--- src/rtl/line_window.sv ---
// Streaming 3x3 neighbourhood generator: buffers two raster lines and presents the
// eight neighbours of each interior pixel with a one-cycle valid strobe.
module line_window #(
  parameter int IMG_W = 160,
  parameter int IMG_H = 120,
  parameter int PIX_W = 8
) (
  input  logic             clk,
  input  logic             rst,
  input  logic             in_valid,
  input  logic             in_sof,
  input  logic [PIX_W-1:0] in_pix,
  output logic [PIX_W-1:0] pix_0,
  output logic [PIX_W-1:0] pix_1,
  output logic [PIX_W-1:0] pix_2,
  output logic [PIX_W-1:0] pix_3,
  output logic [PIX_W-1:0] pix_5,
  output logic [PIX_W-1:0] pix_6,
  output logic [PIX_W-1:0] pix_7,
  output logic [PIX_W-1:0] pix_8,
  output logic             out_valid,
  output logic             out_eof,
  output logic             state_dbg
);

  localparam int CW = $clog2(IMG_W);
  localparam int RW = $clog2(IMG_H);
  localparam logic [CW-1:0] COL_LAST = CW'(IMG_W - 1);
  localparam logic [RW-1:0] ROW_LAST = RW'(IMG_H - 1);
  localparam logic [CW-1:0] COL_TWO  = CW'(2);
  localparam logic [RW-1:0] ROW_TWO  = RW'(2);

  typedef enum logic {SYNC = 1'b0, ACTIVE = 1'b1} state_t;

  // Handshake: a pixel is taken on every rising edge where in_valid is high (no
  // backpressure); out_valid is a one-cycle strobe with the window held until the
  // next accepted pixel.
  state_t           state;
  logic [CW-1:0]    col;
  logic [RW-1:0]    row;
  logic [PIX_W-1:0] la [IMG_W];
  logic [PIX_W-1:0] lb [IMG_W];
  logic [PIX_W-1:0] mid_1;
  logic             accepted;
  logic [CW-1:0]    cur_col;
  logic [RW-1:0]    cur_row;
  logic [PIX_W-1:0] la_rd;
  logic [PIX_W-1:0] lb_rd;

  // A start-of-frame pixel is always position (0,0), whatever the counters say.
  always_comb begin
    accepted = in_valid && (in_sof || state == ACTIVE);
    cur_col  = in_sof ? '0 : col;
    cur_row  = in_sof ? '0 : row;
    la_rd    = la[cur_col];
    lb_rd    = lb[cur_col];
  end

  assign state_dbg = (state == ACTIVE);

  // Line buffers carry no reset; the row >= 2 gate keeps stale data off the outputs.
  always_ff @(posedge clk) begin
    if (accepted) begin
      la[cur_col] <= in_pix;
      lb[cur_col] <= la_rd;
    end
  end

  always_ff @(posedge clk or negedge rst) begin
    if (!rst) begin
      state     <= SYNC;
      col       <= '0;
      row       <= '0;
      pix_0     <= '0;
      pix_1     <= '0;
      pix_2     <= '0;
      pix_3     <= '0;
      mid_1     <= '0;
      pix_5     <= '0;
      pix_6     <= '0;
      pix_7     <= '0;
      pix_8     <= '0;
      out_valid <= 1'b0;
      out_eof   <= 1'b0;
    end else begin
      out_valid <= 1'b0;
      out_eof   <= 1'b0;
      if (accepted) begin
        state <= ACTIVE;
        if (cur_col == COL_LAST) begin
          col <= '0;
          row <= (cur_row == ROW_LAST) ? '0 : cur_row + 1'b1;
        end else begin
          col <= cur_col + 1'b1;
          row <= cur_row;
        end
        // Window shifts left; the new right column is (row-2, row-1, row).
        pix_0 <= pix_1;
        pix_1 <= pix_2;
        pix_2 <= lb_rd;
        pix_3 <= mid_1;
        mid_1 <= pix_5;
        pix_5 <= la_rd;
        pix_6 <= pix_7;
        pix_7 <= pix_8;
        pix_8 <= in_pix;
        if (cur_row >= ROW_TWO && cur_col >= COL_TWO) begin
          out_valid <= 1'b1;
          out_eof   <= (cur_row == ROW_LAST) && (cur_col == COL_LAST);
        end
      end
    end
  end

endmodule

--- config.mk ---
export PLATFORM = sky130hd
export DESIGN_NAME = line_window
export DESIGN_NICKNAME = d
export VERILOG_FILES = /design/src/rtl/line_window.sv
export SDC_FILE = /design/constraint.sdc
export NUM_CORES = 2
export LEC_CHECK = 0
export CORE_AREA = 2 2 461 463
export DETAILED_ROUTE_END_ITERATION = 6
export DIE_AREA = 0 0 463 465
export MAX_ROUTING_LAYER = met4
export PLACE_DENSITY = 0.65
export SLEW_MARGIN = 5
export SYNTH_ARGS = -nofsm -noshare
export SYNTH_HDL_FRONTEND = slang
export SYNTH_SLANG_ARGS = --single-unit
--- constraint.sdc ---
create_clock -name clk -period 16.7 [get_ports clk]
set_input_delay 3.34 -clock clk [delete_from_list [all_inputs] [get_ports clk]]
set_output_delay 3.34 -clock clk [all_outputs]
set_load 0.05 [all_outputs]
==> out/results.txt <==
In the layout the commonest cells are edfxtp_1, nand2_1, nor2b_1, a311oi_1, a211oi_1. On the final layout, the worst clock skew is 73.7 ps. The post-route fraction of the period consumed by the critical path is 0.586.

Counting I/O delays and the setup requirement, the final critical path takes 9790 ps. Summed over all cells, the static leakage comes to 37.7 nW. Dividing the detail-routed wire length by the instance count gives 30.2 um. The clock slew seen by the registers of the worst setup and hold paths came out at 60 ps.

The power share of the clock group was 0.400; the number of DRC markers after the initial detailed-route iteration was 9319. The run gives 17210 ps as the required time reported for the critical path endpoint. Prevailing post-synth register cell: edfxtp_1.

Power comes to 15.2 mW. After detailed routing, the number of vias per cell comes to 6.35. For the count of unique library cells instantiated by Yosys, the log shows 58. Timing would allow up to 0.102 GHz. The via count of the first global-routing pass was 61700; the post-synthesis async set-or-reset flop share was 0.0340. Dividing the synthesized area by the synthesized cell count gives 14.7 um^2. The run finished with clean final reports. The fraction of synthesized cell area in xor and xnor cells is 0.0000835, and the synthesized-area fraction occupied by adder cells is 0.000716.

Worst vdd rail ir drop: 0.000118 V. The effective utilization at floorplan is 0.497, and the non-filler instance count after layout is 10300. Setup violations remaining at the end of the flow were counted as 0. The initial antenna violation count was 19.

The worst hold path class was register to register. The tools report the nature of the critical path endpoint as a register. Entering global routing, the biggest net connects 177 pins.

TritonCTS built the clock tree. The tools report the number of instances in the synthesized netlist as 7136. The run gives 215000 um^2 as the full die area. The analysis attributes to net switching a power of 3.71 mW. The net count of the finished layout is 7279. The logs give 0 for the hold violation count in the final report and 0 ps for the setup TNS. The number of instances resized during post-cts repair came out at 0. Yosys mapped a number of flops with a built-in enable equal to 2560. The worst setup path category is input port to register.

The synthesized-area fraction occupied by and/or/nand/nor cells was 0.101; the remaining routing DRC violations was 0. For the filler cell count in the final layout, the log shows 16400. The actual slew at the worst max-slew pin was 1430 ps. The total track usage came out at 0.292. After synthesis, the largest family of logic cells by area is simple AND/OR/NAND/NOR gates. The HPWL after detailed placement came out at 167000 um.

The tools report the net count of the mapped netlist as 7154. Relative contribution of sequential cells to total power: 0.502. In this run the power density over the cells is 128 nW/um^2.

From left edge to right edge, the die measures 463 um. The number of setup buffers added after CTS is 0. Compound-cell area share of the yosys netlist: 0.0974. In this run, placement finished with an instance count of 9792.

The internal portion of the total power is 11.5 mW. CTS root buffer: clkbuf_16. The layout cell share with drive strength beyond 1 is 0.124, and the clock sink count is 2650. The combined flip-flop and latch cell area is 79100 um^2. The die boundary height is 465 um, and the first-pass GRT wire length is 443000 um. Total grt overflow: 0.

Most common library cell in the layout ignoring fill and taps: edfxtp_1. In this run the number of H-tree levels came out at 5. The tools report the element type at the critical path start as an input port. The count of buffers from port buffering was 78. Max-cap violations in this run came to 0. The register bit total from synthesis is 2650, and the quantity of hold-fixing buffers added after cts is 0. Before antenna repair, the detailed router went through 6 iterations. After synthesis the cells add up to 105000 um^2. The tools report the arrival time of data at the critical path endpoint as 10300 ps. Setup repair after global routing left no endpoint under its margin. The maximum root-to-sink buffer count is 4, and the largest fanout of any net on the critical path is 176.

The worst relative slew slack is 0.0426. The count of nets left with antenna violations after detail routing is 0, and the switching share of power is 0.244. The logs give 0 for the count of final max-slew check failures and 288 for the number of buffers created by CTS. At the end of routability-driven placement, the weighted congestion stood at 0.918. The logs give 23700 um^2 for the multi-input logic area and 0.755 for the share of synthesized area occupied by flip-flops and latches.

The routed design has 310000 um of wire. The logs give 0.098 for the relative contribution of combinational cells to total power and 65400 for the total number of vias. In this run the core area contains 169 standard-cell rows. 79 I/O pins were placed. Clock latency on the worst-skew pair, taken at its later pin, is 940 ps. The relative area change from synthesis to final layout was 12.9%. The area of the core region was 211000 um^2; the multiplexer share of the synthesized area was 0.0231. The Yosys step of the flow raised 0 warnings.
[area by class of cell]
class / instances / share of cell area
multi-input combinational: 3945 / 0.200
clock inverter: 121 / 0.0100
clock buffer: 361 / 0.0643
tap: 2821 / 0.0298
inverter: 15 / 0.000623
antenna: 17 / 0.000359
timing repair buffer: 361 / 0.0262
sequential: 2650 / 0.668
[registers in the layout, summed over array words and instances (netlist names)]
register / count
pix_7: 8
out_eof: 1
col: 8
pix_6: 8
mid_1: 8
la: 1280
pix_1: 8
lb: 1280
pix_3: 8
pix_0: 8
pix_8: 8
row: 7
out_valid: 1
state_dbg: 1
pix_2: 8
pix_5: 8
[cells by family after synthesis]
family,count (synthesis)
flip-flops,2650
multiplexers,192
AND/OR/NAND/NOR,2365
buffers and inverters,541
adder cells (fa/ha/maj),6
AO/OA/AOI/OAI,1381
XOR/XNOR,1
[synthesized netlist by cell type, types with 27 or more instances]
library cell,number,share of area
buf_4,27,0.0019
o21ai_0,150,0.0072
buf_2,250,0.012
nand3_1,66,0.0032
a211oi_1,453,0.032
mux2_2,118,0.013
dfrtp_1,90,0.021
nand2_1,1453,0.052
nor2b_1,458,0.027
a311oi_1,454,0.038
mux2i_1,46,0.0044
mux4_2,28,0.0060
clkbuf_1,206,0.0074
o22ai_1,47,0.0028
nor4_1,125,0.0075
edfxtp_1,2560,0.73
nor2_1,203,0.0073
a21oi_1,68,0.0032
buf_1,43,0.0015
a31oi_1,147,0.0088
[path summary, 6_finish.rpt]
kind | start | slack, ps | end | depth (start not counted)
setup / recovery | in_sof | 6910 | lb[123][1]$_DFFE_PP_ | 12
hold / removal | pix_0[1]$_DFFE_PN0P_ | 470 | pix_0[1]$_DFFE_PN0P_ | 2
setup reg to reg | col[1]$_DFFE_PN0P_ | 9240 | lb[123][1]$_DFFE_PP_ | 11
hold reg to reg | pix_0[1]$_DFFE_PN0P_ | 470 | pix_0[1]$_DFFE_PN0P_ | 2
max in group asynchronous | rst | 13120 | pix_7[2]$_DFFE_PN0P_ | 2
min in group asynchronous | rst | 2380 | pix_6[7]$_DFFE_PN0P_ | 1
[per-stage QoR]
stage	hold WS [ps]	utilization	area, um^2	setup WS, ps
finish	471	0.562	118000	6910
global route	496	0.562	118000	6900
CTS	477	0.561	118000	7060
detailed placement	457	0.520	110000	6090
global placement	448	0.520	110000	6270
floorplan	439	-	105000	6680
[metal layers]
metal,track usage,vias up,share of wire
met3,0.0613,784,0.11
li1,-,27700,-
met4,0.129,0,0.049
met2,0.435,3845,0.46
met1,0.390,33000,0.39
met5,-,-,0
[power groups by stage]
stage | Sequential [mW] | Clock (mW) | Combinational, mW
floorplan | 7.90 | 0 | 0.765
CTS | 7.64 | 6.14 | 1.46
global placement | 7.78 | 0 | 1.43
detailed placement | 7.78 | 0 | 1.46
finish | 7.64 | 6.08 | 1.49
global route | 7.64 | 6.38 | 1.57
[critical path: stages]
cell	delay, ps
buf_4	460
nand2b_4	640
buf_4	740
buf_12	470
buf_4	810
a211oi_1	110
a311oi_1	380
nor4_1	170
o22ai_1	520
o21ai_0	340
nand2_4	490
buf_4	930
No activity file was read; power rests on OpenSTA's default activity.
